File: src/rtl/pulse_gen.sv
// Programmable pulse-train generator: continuous or N-pulse burst, period/width in clk cycles.
// Latency: start sampled at edge T gives busy/pulse at T+1; settings loaded in RUN apply at the next period wrap.
// Backpressure: none; ena low freezes counters and holds pulse, stop aborts on the next clk.
module pulse_gen #(
  parameter int CNT_W   = 32,
  parameter int BURST_W = 16
) (
  input  logic               clk,
  input  logic               rst,
  input  logic               ena,
  input  logic [CNT_W-1:0]   period,
  input  logic [CNT_W-1:0]   width,
  input  logic [BURST_W-1:0] burst_num,
  input  logic               load,
  input  logic               start,
  input  logic               stop,
  output logic               pulse,
  output logic               busy,
  output logic               done,
  output logic [31:0]        pulse_cnt,
  output logic               cfg_err
);

  localparam logic [0:0] IDLE = 1'b0;
  localparam logic [0:0] RUN  = 1'b1;

  logic [0:0]         state;
  logic [CNT_W-1:0]   per_s;
  logic [CNT_W-1:0]   wid_s;
  logic [CNT_W-1:0]   per_p;
  logic [CNT_W-1:0]   wid_p;
  logic               pend;
  logic [CNT_W-1:0]   cnt;
  logic [BURST_W-1:0] bst_s;

  logic               ld_ok;
  logic [CNT_W-1:0]   ld_wid;
  logic [CNT_W-1:0]   per_m1;
  logic               wrap;
  logic [CNT_W-1:0]   cnt_inc;
  logic [CNT_W-1:0]   nxt_per;
  logic [CNT_W-1:0]   nxt_wid;
  logic [31:0]        pc_inc;
  logic               burst_end;

  always_comb begin
    ld_ok   = load && (period >= CNT_W'(2));
    // Width is clamped so each period keeps at least one low cycle.
    ld_wid  = (width > period - CNT_W'(1)) ? period - CNT_W'(1) : width;
    per_m1  = per_s - CNT_W'(1);
    wrap    = (cnt == per_m1);
    cnt_inc = cnt + CNT_W'(1);
    nxt_per = per_s;
    nxt_wid = wid_s;
    if (ld_ok) begin
      nxt_per = period;
      nxt_wid = ld_wid;
    end else if (pend) begin
      nxt_per = per_p;
      nxt_wid = wid_p;
    end
    pc_inc    = pulse_cnt + 32'd1;
    burst_end = (bst_s != '0) && (pc_inc == 32'(bst_s));
  end

  assign busy = (state == RUN);

  always_ff @(posedge clk or negedge rst) begin
    if (!rst) begin
      state     <= IDLE;
      per_s     <= CNT_W'(2);
      wid_s     <= CNT_W'(1);
      per_p     <= '0;
      wid_p     <= '0;
      pend      <= 1'b0;
      cnt       <= '0;
      bst_s     <= '0;
      pulse     <= 1'b0;
      done      <= 1'b0;
      pulse_cnt <= '0;
      cfg_err   <= 1'b0;
    end else begin
      done <= 1'b0;
      if (load) begin
        cfg_err <= (period < CNT_W'(2));
      end

      if (stop) begin
        state <= IDLE;
        pulse <= 1'b0;
        pend  <= 1'b0;
        if (ld_ok) begin
          per_s <= period;
          wid_s <= ld_wid;
        end
      end else if (state == IDLE) begin
        if (ld_ok) begin
          per_s <= period;
          wid_s <= ld_wid;
        end
        if (start && ena) begin
          state     <= RUN;
          cnt       <= '0;
          pulse_cnt <= '0;
          bst_s     <= burst_num;
          pend      <= 1'b0;
          pulse     <= ld_ok ? (ld_wid != '0) : (wid_s != '0);
        end
      end else begin
        if (ena && wrap) begin
          // New settings take effect exactly at the period boundary.
          cnt       <= '0;
          pulse_cnt <= pc_inc;
          per_s     <= nxt_per;
          wid_s     <= nxt_wid;
          pend      <= 1'b0;
          if (burst_end) begin
            state <= IDLE;
            done  <= 1'b1;
            pulse <= 1'b0;
          end else begin
            pulse <= (nxt_wid != '0);
          end
        end else begin
          if (ena) begin
            cnt   <= cnt_inc;
            pulse <= (cnt_inc < wid_s);
          end
          if (ld_ok) begin
            pend  <= 1'b1;
            per_p <= period;
            wid_p <= ld_wid;
          end
        end
      end
    end
  end

endmodule

File: config.mk
export PLATFORM = sky130hd
export DESIGN_NAME = pulse_gen
export DESIGN_NICKNAME = d
export VERILOG_FILES = /design/src/rtl/pulse_gen.sv
export SDC_FILE = /design/constraint.sdc
export NUM_CORES = 1
export LEC_CHECK = 0
export CAP_MARGIN = 20
export CORE_ASPECT_RATIO = 0.75
export CORE_MARGIN = 2
export CORE_UTILIZATION = 26
export CTS_BUF_LIST = sky130_fd_sc_hd__clkbuf_4
export DETAILED_ROUTE_END_ITERATION = 8
export PLACE_DENSITY_LB_ADDON = 0.15
export SYNTH_ARGS = -nofsm -noshare
export SYNTH_HDL_FRONTEND = slang
export SYNTH_SLANG_ARGS = --single-unit
File: constraint.sdc
create_clock -name clk -period 4.65 [get_ports clk]
set_clock_uncertainty 0.1 [all_clocks]
set_input_delay 0.6975 -clock clk [delete_from_list [all_inputs] [get_ports clk]]
set_output_delay 0.6975 -clock clk [all_outputs]
set_load 0.005 [all_outputs]
# [Yosys cells after proc, flatten, opt, wreduce, memory -nomap -nowiden]
# Index checks and enable logic that the tools add are counted.
[classes] eq_ne=8 shifts=0 add_sub_neg=4 multipliers=0 n_lt_le_gt_ge=4 bitwise_logic=3 n_mux=40 div_mod_pow=0 n_reduce_logical=17
[ops] operator="two-way mux 32 bit" n=19
[ops] operator="nonzero test 32 bit" n=3
[ops] operator="adder 32 x 1 -> 32 bit, second input constant" n=2
[ops] operator="subtractor 32 x 1 -> 32 bit, second input constant" n=2
[ops] operator="equality test 32 x 16 -> 1 bit" n=1
[ops] operator="equality test 32 bit" n=1
[ops] operator=">= comparator 32 x 2 -> 1 bit, second input constant" n=1
[ops] operator="> comparator 32 bit" n=1
[ops] operator="< comparator 32 x 2 -> 1 bit, second input constant" n=1
[ops] operator="< comparator 32 bit" n=1
[ops] operator="two-way mux 1 bit" n=21
[ops] operator="nonzero test 16 bit" n=1
[ops] operator="AND reduction 3 bit" n=3
[ops] operator="!= test 4 x 2 -> 1 bit, second input constant" n=2
[ops] operator="!= test 3 x 2 -> 1 bit, second input constant" n=2
[ops] operator="AND reduction 2 bit" n=3
[ops] operator="logical AND 1 bit" n=4
[ops] operator="!= test 4 x 3 -> 1 bit, second input constant" n=1
[ops] operator="AND reduction 4 bit" n=1
[ops] operator="NOT 1 bit" n=3
[ops] operator="nonzero test 3 bit" n=1
[ops] operator="!= test 2 x 1 -> 1 bit, second input constant" n=1
[ops] operator="nonzero test 2 bit" n=1
[totals] register_bits=213 latch_bits=0 mem_count=0 rom_bits=0 ram_bits=0 output_inout_bits=36

# [Logic depth before layout (Yosys ltp)]
# Gate-level depths: netlist (run 1).
[logic_depth] depth_word=9 ltp_mapped=19

# [Worst setup path after synthesis (run 1)]
# OpenSTA, ideal clock, no wires.
[synth_path] kind="in2reg" startpoint="input period[0]" endpoint="register wid_s[0]" t_arrival_ns=4.698 path_stages=17 n_path_buf=1 setup_time_ns=0.089 path_slack_ns=-0.237 path_cell_list="inv_1 ha_1 nor3b_1 nand2_1 or4_1 xor2_1 ha_1 nand4_1 nor2_1 a221oi_1 o211ai_1 a2111o_1 nand2_1 buf_1 mux2i_1 o22ai_1 a211oi_1"
[synth_via] elab_chain_cells=7 word_cells_on_any_way=10
[synth_lines] item="start, declared" line_no="11" source="input logic [CNT_W-1:0] period,"
[synth_lines] item="subtractor 32 x 1 -> 32 bit" line_no="49" source="ld_wid = (width > period - CNT_W'(1)) ? period - CNT_W'(1) : width;"
[synth_lines] item="> comparator 32 bit" line_no="49"
[synth_lines] item="two-way mux 32 bit" line_no="49"
[synth_lines] item="two-way mux 32 bit" line_no="55" source="if (ld_ok) begin"
[synth_lines] item="two-way mux 32 bit" line_no="110" source="if (ena && wrap) begin"
[synth_lines] item="two-way mux 32 bit" line_no="96" source="end else if (state == IDLE) begin"
[synth_lines] item="two-way mux 32 bit *" line_no="88" source="if (stop) begin"
[synth_lines] item="end signal, assigned" line_no="94" source="wid_s <= ld_wid;"
[synth_lines] item="end signal, assigned" line_no="99" source="wid_s <= ld_wid;"
[synth_lines] item="end signal, assigned" line_no="115" source="wid_s <= nxt_wid;"
[synth_lines] item="end, declared" line_no="29" source="logic [CNT_W-1:0] wid_s;"
# Every way passes the cells marked *; elsewhere a longest branch is shown, timed or not. The select of a mux whose other input is x is not followed.
# A chain may end at the register's enable or synchronous reset.

# [Worst setup path in the final report (run 1)]
[layout_path] startpoint="input period[2]" endpoint="register wid_p[26]"
[layout_via] elab_chain_cells=3 word_cells_on_any_way=6
[layout_lines] item="subtractor 32 x 1 -> 32 bit / >= comparator 32 x 2 -> 1 bit (equally long branches)" line_no="49, 47"
[layout_lines] item="> comparator 32 bit / logical AND 1 bit (equally long branches)" line_no="49, 47"
[layout_lines] item="two-way mux 32 bit / AND reduction 4 bit (equally long branches)"
[layout_lines] item="end signal, assigned" line_no="132" source="wid_p <= ld_wid;"
[layout_lines] item="end, declared" line_no="31" source="logic [CNT_W-1:0] wid_p;"
# Parallel ways exist; a longest one is shown, timed or not.

==> results.ini, run 1 <==
[floorplan]
fp.dieH_um=215
num_rows=77
boundaryPins=122
die_w_um=285
coreArea_um2=58800
die-area_um2=61200
start_util_pct=26.2

[yosys]
syn_nets=1943
postSynthCellCount=1789
synth_flop_cell=dfrtp_1
yosysWarnings=0
synth_area_leaders=dfrtp_1 (34%), ha_1 (5.5%), mux2_2 (5.3%), nand2_1 (4.9%), xnor2_1 (3.8%)
ys_ff_latch=213
ys_seq_area_share_pct=34.6
yosysTopAreaCell=dfrtp_1
synth_edf_count=0
synth_top_cell_area_share_pct=34.3
syn_area_um2=15400
avgSynthCellArea_um2=8.60
synth.distinct_cells=73
async_reset_ff_share_pct=100

[global_routing]
grt_pass1_wl_mm=95.4
grt_usage_pct=20.5
grt.overflow.total=0
grt_max_degree=106
antenna_found_initial=2
grt_pass1_vias=14700

[worst_setup_path]
worstPathArrival_ps=5100
crit_required_ps=5200
critical_path_class=in -> reg
critPathLaunchType=primary input
cp_max_fo=16
end_kind=flop

[detailed_routing]
drt-initial-drc-count=1319
wl_per_cell_um=22.3
drc_errors=0
firstDrtPassIters=5
postRouteWirelength_mm=64.0
drtAntennaViolNets=0
vias=15400
vias_per_cell=5.35

[cells_and_area]
area_delta_synth_final_pct=27.0
drive_gt1_share_pct=18.9
layout.nets=2190

[pwr]
p_int_w=0.00391
power_frac_seq_pct=41.6
comb_power_share_pct=24.5
clock_power_share_pct=33.9
ir_drop_mv=0.149
p_leak_nw=8.26
power.switching_w=0.00209
power.density_nw_per_um2=307
p_sw_share_pct=34.8

[job]
cap_violations=0

[placement]
globalplace.congestion=0.902
post-place-ws_ps=-693
dp_hpwl_mm=48.1
io_buffers=121

[sta]
fin_crit_sh_pct=97.9
hold_viol=0
period_minus_slack_ps=4550
fmax_mhz=220
setup_viol=0
setup_slack_ps=96.5
setup_tns_ps=0
slew_violations=0
worst_pin_slew_ps=930
slew-limit-headroom_pct=38.0
hold_slack_ps=357

[clock_network]
clock_latency_ps=840
cts_buffer_depth=3
cts_root_buffer=clkbuf_4
cts_inserted_buffers=69
htreeDepth=3
cts_tree=yes
cts.clk_slew.worst_paths_ps=70
clock_sinks=213

[run_status]
status=finished, final reports clean

[worst_hold_path]
hold_class=in -> reg

==> through the flow <==
step           std cells  area, um^2  power (W)  utilization (%)
2_1_floorplan       1789       15400    0.00326                -
3_3_place_gp        2750       18500    0.00393             31.5
3_5_place_dp        2751       18500    0.00396             31.5
4_1_cts             2868       19400    0.00605             33.0
5_1_grt             2873       19500    0.00635             33.3
6_report            2875       19500    0.00600             33.3
==> routing by layer <==
| layer | vias to the layer above | track usage [%] | routed length [um] |
|---|---|---|---|
| met5 | - | 0 | 0 |
| met4 | 0 | 5.53 | 1180 |
| met3 | 82 | 5.90 | 5620 |
| met2 | 498 | 27.6 | 25500 |
| met1 | 7619 | 31.2 | 31700 |
| li1 | 7175 | - | - |
==> cell usage in the layout (no fill, tap or decap), types with 68 or more instances in the layout <==
| master | synthesis | final |
|---|---|---|
| dfrtp_1 | 211 | 209 |
| nand2_1 | 200 | 199 |
| buf_4 | 1 | 154 |
| clkdlybuf4s50_1 | 0 | 120 |
| clkbuf_4 | 0 | 97 |
| o21ai_0 | 90 | 90 |
| nor2_1 | 92 | 87 |
| inv_1 | 86 | 86 |
| nand3_1 | 76 | 76 |
| nor3_1 | 75 | 73 |
| mux2_2 | 73 | 73 |
| ha_1 | 68 | 68 |
==> worst paths after layout <==
kind | cells after the start | slack, ps | start | end
max | 16 | 100 | period[2] | wid_p[26]
min | 3 | 360 | burst_num[13] | bst_s[13]
max reg2reg | 17 | 310 | cnt[0] | pulse
min reg2reg | 1 | 390 | per_p[31] | per_p[31]
max in group asynchronous | 3 | 2890 | rst | bst_s[9]
min in group asynchronous | 2 | 440 | rst | cfg_err
==> synthesized netlist by cell type (7+ instances only) <==
library cell / n
buf_1: 9
nand2_1: 200
a21o_1: 21
a22oi_1: 33
buf_2: 13
a22o_1: 15
xor2_1: 44
a21oi_1: 47
and4_1: 9
nor2_1: 92
o22ai_1: 37
nor4_1: 64
o2bb2ai_1: 34
nand3_1: 76
mux2_2: 73
a31oi_1: 13
nand4_1: 38
a211o_1: 8
o211ai_1: 15
clkbuf_1: 85
xnor2_1: 67
nand4b_1: 7
nand2b_1: 17
or3_1: 14
nor3_1: 75
or4_1: 26
and3_1: 30
and2_1: 10
ha_1: 68
mux2i_1: 29
inv_1: 86
nor2b_1: 10
o31ai_1: 10
dfrtp_1: 211
a211oi_1: 33
o21ai_0: 90
==> final cells by class <==
class	instances	area, um^2
diodes	4	10.0
clock buffers	97	728
clock inverters	19	135
fillers	6213	39200
inverters	87	327
multi-input cells	1378	9410
flip-flops and latches	213	5340
well taps	790	988
repair buffers	287	2620
==> flip-flops by register name, summed over array words and instances, names as in the netlist <==
| register | flops |
|---|---|
| cnt | 32 |
| per_p | 32 |
| per_s | 32 |
| pulse_cnt | 32 |
| wid_p | 32 |
| wid_s | 32 |
| bst_s | 16 |
| busy | 1 |
| cfg_err | 1 |
| done | 1 |
| pend | 1 |
| pulse | 1 |
==> power by group through the flow <==
stage | combinational, W | sequential [W] | clock (W)
finish | 0.00147 | 0.00250 | 0.00203
global route | 0.00161 | 0.00254 | 0.00220
global placement | 0.00142 | 0.00251 | 0
floorplan | 0.000887 | 0.00238 | 0
CTS | 0.00145 | 0.00249 | 0.00212
detailed placement | 0.00144 | 0.00252 | 0
==> worst max-delay path, cell delays in order <==
cell and delay, ps:
clkdlybuf4s50_1 550, buf_4 230, or4_1 520, nor2_1 130, xor2_1 250, inv_1 70, ha_1 290, a21oi_1 170
o21ai_0 120, a221oi_1 340, o211ai_1 230, a2111o_1 420, nand2_2 170, clkbuf_16 240, mux2_2 390, mux2_2 270
==> timing repair <==
action,in CTS,in global routing
endpoints found under the setup margin,0,49
endpoints found under the hold margin,101,0
hold buffers,1,0
setup buffers,0,2
resized for setup,0,18
==> cells by family after synthesis <==
group | Yosys count | synth area share (%)
and+or+nand+nor | 696 | 23.4
DFF | 213 | 34.6
xor gates and xnor gates | 111 | 6.32
AOI/OAI and AO/OA | 398 | 17.7
adders and majority gates | 68 | 5.53
buffers and inverters | 198 | 5.06
muxes | 105 | 7.45
Note: power is estimated with default switching activity, not from simulation.
==> run 2, diff against run 1 <==
--- a/config.mk
+++ b/config.mk
@@ -5,12 +5,12 @@
 export SDC_FILE = /design/constraint.sdc
 export NUM_CORES = 1
 export LEC_CHECK = 0
-export CAP_MARGIN = 20
 export CORE_ASPECT_RATIO = 0.75
 export CORE_MARGIN = 2
 export CORE_UTILIZATION = 26
 export CTS_BUF_LIST = sky130_fd_sc_hd__clkbuf_4
 export DETAILED_ROUTE_END_ITERATION = 8
+export GPL_TIMING_DRIVEN = 0
 export PLACE_DENSITY_LB_ADDON = 0.15
 export SYNTH_ARGS = -nofsm -noshare
 export SYNTH_HDL_FRONTEND = slang
==> constraint.sdc (replaced) <==
create_clock -name clk -period 4.17 [get_ports clk]
set_clock_uncertainty 0.1 [all_clocks]
set_input_delay 0.6255 -clock clk [delete_from_list [all_inputs] [get_ports clk]]
set_output_delay 0.6255 -clock clk [all_outputs]
set_load 0.005 [all_outputs]
==> run 2 against run 1 <==
  * Setup slack got worse by 46 ps
  * Via count increased by 0.38%
  * Sequential power increased by 10%
  * Sequential cell count unchanged
  * First-iteration DRC count increased by 5.8%
  * Register-to-register slack got worse by 200 ps
==> results.ini, run 2 (synthesized netlist as in run 1, its figures left out) <==
[pwr]
power_w=0.00673
p_sw_share_pct=35.0
power.switching_w=0.00236
power_frac_seq_pct=41.1
clock_power_share_pct=32.0
ir_drop_mv=0.187
comb_power_share_pct=26.9
p_leak_nw=8.24
power.density_nw_per_um2=337
p_int_w=0.00437

[floorplan]
fp.dieH_um=215
boundaryPins=122
die-area_um2=61200
coreArea_um2=58800
die_w_um=285
num_rows=77
start_util_pct=26.2

[clock_network]
cts_root_buffer=clkbuf_4
cts_inserted_buffers=68
cts.clk_slew.worst_paths_ps=70
htreeDepth=3
cts_tree=yes
clock_sinks=213
cts_buffer_depth=3
clock_latency_ps=820

[sta]
grt_setup_unrepaired=yes
hold_viol=0
fin_crit_sh_pct=98.8
slew_violations=0
period_minus_slack_ps=4120
fmax_mhz=243
hold_slack_ps=112
worst_pin_slew_ps=1170
setup_viol=0
setup_slack_ps=50.1
slew-limit-headroom_pct=21.3

[cells_and_area]
layout.nets=2183
drive_gt1_share_pct=20.1
nFillCells=6211
final_util_pct=34.0
area_delta_synth_final_pct=29.7
final_common_cell=dfrtp_1
mostFrequentLayoutCells=dfrtp_1 (202), nand2_1 (194), clkbuf_4 (94)

[detailed_routing]
firstDrtPassIters=5
drtAntennaViolNets=0
postRouteWirelength_mm=63.3
vias=15400
drc_errors=0
wl_per_cell_um=22.1
vias_per_cell=5.39
drt-initial-drc-count=1396

[global_routing]
grt.overflow.total=0
grt_max_degree=83
grt_usage_pct=20.3
grt_pass1_wl_mm=94.5
grt_pass1_vias=14700
antenna_found_initial=2

[worst_setup_path]
critical_path_class=in -> reg
worstPathArrival_ps=4760
critPathLaunchType=primary input
end_kind=flop
rr_startpoint=cnt[12]
critPathLaunch=period[21]
crit_required_ps=4810
cp_max_fo=7

[placement]
globalplace.congestion=0.905
io_buffers=112
dp_hpwl_mm=48.5
post-place-ws_ps=-2030

[job]
cap_violations=0

[worst_hold_path]
hp-start=period[0]
hold_class=in -> reg

[run_status]
status=finished, final reports clean

## run 2: changes by cell type in the layout (fill, tap and decap cells not counted), sizes merged
cell / before / now
diode: 4 / 2
clkdlybuf4s50: 120 / 92
clkbuf: 98 / 185
dlygate4sd2: 0 / 4
inv: 88 / 86
clkinv: 15 / 16
dlymetal6s2s: 0 / 4
buf: 165 / 87
## run 2: power groups by stage
| stage | Clock (W) | Combinational, W | Sequential [W] |
|---|---|---|---|
| floorplan | 0 | 0.00104 | 0.00265 |
| global placement | 0 | 0.00159 | 0.00279 |
| detailed placement | 0 | 0.00162 | 0.00279 |
| CTS | 0.00224 | 0.00171 | 0.00275 |
| global route | 0.00234 | 0.00197 | 0.00281 |
| finish | 0.00215 | 0.00181 | 0.00276 |
## run 2: routing by layer
layer | global-route usage (%) | vias up | wire (um)
met3 | 3.93 | 71 | 4420
met5 | 0 | - | 0
li1 | - | 7151 | -
met1 | 31.6 | 7694 | 31800
met2 | 28.3 | 517 | 26100
met4 | 4.90 | 0 | 970
## run 2: per-stage QoR
stage	cells	TNS, ps	area, um^2
final	2861	0	20000
after global routing	2861	-747	20000
after CTS	2829	-73.4	19300
after detailed placement	2693	-160360	17800
after global placement	2691	-1789930	17800
after floorplan	1789	-595	15700
## run 2: what timing repair did
action	CTS	global route
pin swaps	13	43
setup endpoints to repair	181	182
gates resized for setup	103	116
buffers inserted	30	29
hold buffers	1	0
cloned	0	2
endpoints found under the hold margin	64	0
## run 2: worst paths after layout
check / to / slack, ps / cells past startpoint
setup / recovery: wid_s[0] / 50 / 17
hold / removal: per_p[0] / 110 / 2
max in group asynchronous: pulse_cnt[0] / 2800 / 3
min in group asynchronous: cfg_err / 300 / 2
hold reg to reg: per_p[31] / 390 / 1
setup reg to reg: pulse / 110 / 16
## run 2: final cells by class
type,instances,area (um^2),share of cell area [%]
antenna,2,5.00,0.0251
buffer,105,548,2.74
clock buffer,92,691,3.46
clock inverter,18,128,0.639
inverter,87,329,1.65
multi-input combinational,1378,10200,51.2
sequential,213,5340,26.8
tap,790,988,4.95
timing repair buffer,176,1710,8.57
## run 2: critical path: stages
cell	delay, ps
dlygate4sd2_1	360
or4_1	630
nor4_1	270
nand4_1	200
xor2_2	220
ha_1	340
nand2_1	80
nor2_1	50
a211oi_2	250
o21ai_1	120
a2111o_1	440
nand2_4	110
buf_6	140
clkbuf_16	170
mux2i_4	330
o22ai_1	130
a211oi_1	270
==> run 3, diff against run 2 <==
--- a/config.mk
+++ b/config.mk
@@ -5,6 +5,9 @@
 export SDC_FILE = /design/constraint.sdc
 export NUM_CORES = 1
 export LEC_CHECK = 0
+export ABC_CLOCK_PERIOD_IN_PS = 4170
+export CELL_PAD_IN_SITES_DETAIL_PLACEMENT = 1
+export CELL_PAD_IN_SITES_GLOBAL_PLACEMENT = 1
 export CORE_ASPECT_RATIO = 0.75
 export CORE_MARGIN = 2
 export CORE_UTILIZATION = 26
@@ -15,3 +18,4 @@
 export SYNTH_ARGS = -nofsm -noshare
 export SYNTH_HDL_FRONTEND = slang
 export SYNTH_SLANG_ARGS = --single-unit
+export TNS_END_PERCENT = 50
==> run 3 against run 2 <==
  * Combinational power up 4%
  * Global-route usage increased by 2.0 points
  * First-iteration DRC count down 17%
  * Via count grew 2.0%
  * Cell count rose by 0.80%
  * Setup slack got worse by 14 ps
  * Core utilization up 0.28 points
  * Final area grew 0.82%
  * Critical path type unchanged
==> results.ini, run 3 (synthesized netlist as in run 1, its figures left out) <==
[clock_network]
clock_sinks=213
cts_root_buffer=clkbuf_4
clock_latency_ps=820
cts_inserted_buffers=67
cts.clk_slew.worst_paths_ps=50
cts_buffer_depth=3
cts_tree=yes
htreeDepth=3

[global_routing]
antenna_found_initial=2
grt_pass1_vias=16000
grt.overflow.total=0
grt_max_degree=83
grt_pass1_wl_mm=103
grt_usage_pct=22.3

[detailed_routing]
firstDrtPassIters=5
drtAntennaViolNets=0
drc_errors=0
postRouteWirelength_mm=69.0
drt-initial-drc-count=1159
vias=15700
vias_per_cell=5.46
wl_per_cell_um=23.9

[placement]
io_buffers=112
dp_hpwl_mm=52.5
globalplace.congestion=0.873
dp_cells=2693

[sta]
fmax_mhz=242
fin_crit_sh_pct=99.1
worst_pin_slew_ps=1290
period_minus_slack_ps=4130
slew_violations=0
hold_viol=0
setup_viol=0
slew-limit-headroom_pct=13.4
hold_slack_ps=96.0
grt_setup_unrepaired=yes

[run_status]
status=finished, final reports clean

[worst_setup_path]
crit_slowest_cell=or4_4
cpPeakStageDelay_ps=540
critical_path_class=in -> reg
path_cells=clkbuf_2 -> clkbuf_16 -> or4_4 -> or4_4 -> xor2_4 -> ha_4 -> nand4_1 -> buf_4 -> nor4_4 -> o21ai_2 -> o211ai_1 -> a2111o_1 -> nand2_4 -> bufbuf_16 -> a2111o_1 -> o21ai_4 -> o211ai_1
cp_max_fo=5
worstPathArrival_ps=4680
rrSetupSlack_ps=60
crit_required_ps=4710
critPathLaunchType=primary input
end_kind=flop

[worst_hold_path]
hold_class=in -> reg

[pwr]
p_leak_nw=8.35
power_frac_seq_pct=41.0
p_sw_share_pct=35.9
clock_power_share_pct=31.2
comb_power_share_pct=27.9
p_int_w=0.00432
ir_drop_mv=0.187
power.switching_w=0.00242
power.density_nw_per_um2=335
power_w=0.00675

[floorplan]
start_util_pct=26.2
die-area_um2=61200
boundaryPins=122
num_rows=77
fp.dieH_um=215
coreArea_um2=58800
die_w_um=285

[cells_and_area]
layout.nets=2204
mostFrequentLayoutCells=dfrtp_1 (202), nand2_1 (194), clkbuf_4 (99)
multi_input_area_um2=10300
final_util_pct=34.3
area_delta_synth_final_pct=30.8
nFillCells=6921
stdcell_count=2884
regArea_um2=5340
drive_gt1_share_pct=21.6
final_common_cell=dfrtp_1

[job]
cap_violations=0

==> run 3: cell types whose count changed in the layout (fill, tap and decap cells not counted), sizes merged <==
cell,previous run,this run
buf,87,114
clkinv,16,7
clkdlybuf4s50,92,89
bufbuf,0,2
bufinv,2,0
clkbuf,185,187
diode,2,4
inv,86,88
clkinvlp,1,2
dlygate4sd2,4,5
==> run 3: power groups by stage <==
stage	Combinational [W]	Sequential [W]	Clock, W
2_1_floorplan	0.00104	0.00265	0
3_3_place_gp	0.00161	0.00279	0
3_5_place_dp	0.00166	0.00280	0
4_1_cts	0.00181	0.00276	0.00218
5_1_grt	0.00204	0.00281	0.00229
6_report	0.00188	0.00276	0.00210
==> run 3: critical path, delay by kind of cell <==
family	cells	cell delay (ps)
XOR/XNOR	1	180
AND/OR/NAND/NOR	5	1590
AO/OA/AOI/OAI	6	1240
buffers and inverters	4	750
adder cells (fa/ha/maj)	1	290
==> run 3: metrics by stage <==
| stage | setup slack, ps | setup TNS, ps | area (um^2) |
|---|---|---|---|
| 2_1_floorplan | -124 | -708 | 15600 |
| 3_3_place_gp | -7790 | -1820290 | 17800 |
| 3_5_place_dp | -2160 | -185910 | 17800 |
| 4_1_cts | -134 | -134 | 19500 |
| 5_1_grt | -113 | -126 | 20100 |
| 6_report | 35.9 | 0 | 20100 |
==> run 3: metal layers <==
metal	wire length, um	up-vias	GRT usage [%]
li1	-	7187	-
met1	34400	8072	33.6
met2	29000	400	31.7
met3	4370	82	4.77
met4	1310	0	5.93
met5	0	-	0
==> run 3: timing repair <==
action | CTS | global route
pin swaps | 25 | 39
hold endpoints to repair | 62 | 0
setup endpoints to repair | 181 | 175
gates resized for setup | 136 | 102
hold buffers | 1 | 0
buffers inserted | 40 | 41
cloned | 2 | 0
==> run 3: worst paths after layout <==
kind	from	endpoint	depth (start not counted)
hold / removal	period[0]	per_p[0]	2
hold reg to reg	per_p[31]	per_p[31]	1
setup reg to reg	cnt[0]	pulse	18
max in group asynchronous	rst	cnt[4]	3
min in group asynchronous	rst	per_p[27]	2
setup / recovery	period[8]	pulse	17
==> run 3: layout make-up <==
class | instances | share of cell area, %
timing repair buffer | 198 | 9.26
clock inverter | 10 | 0.224
clock buffer | 99 | 3.69
tap | 790 | 4.91
sequential | 213 | 26.5
buffer | 105 | 2.76
multi-input combinational | 1378 | 50.9
inverter | 87 | 1.63
antenna | 4 | 0.0497
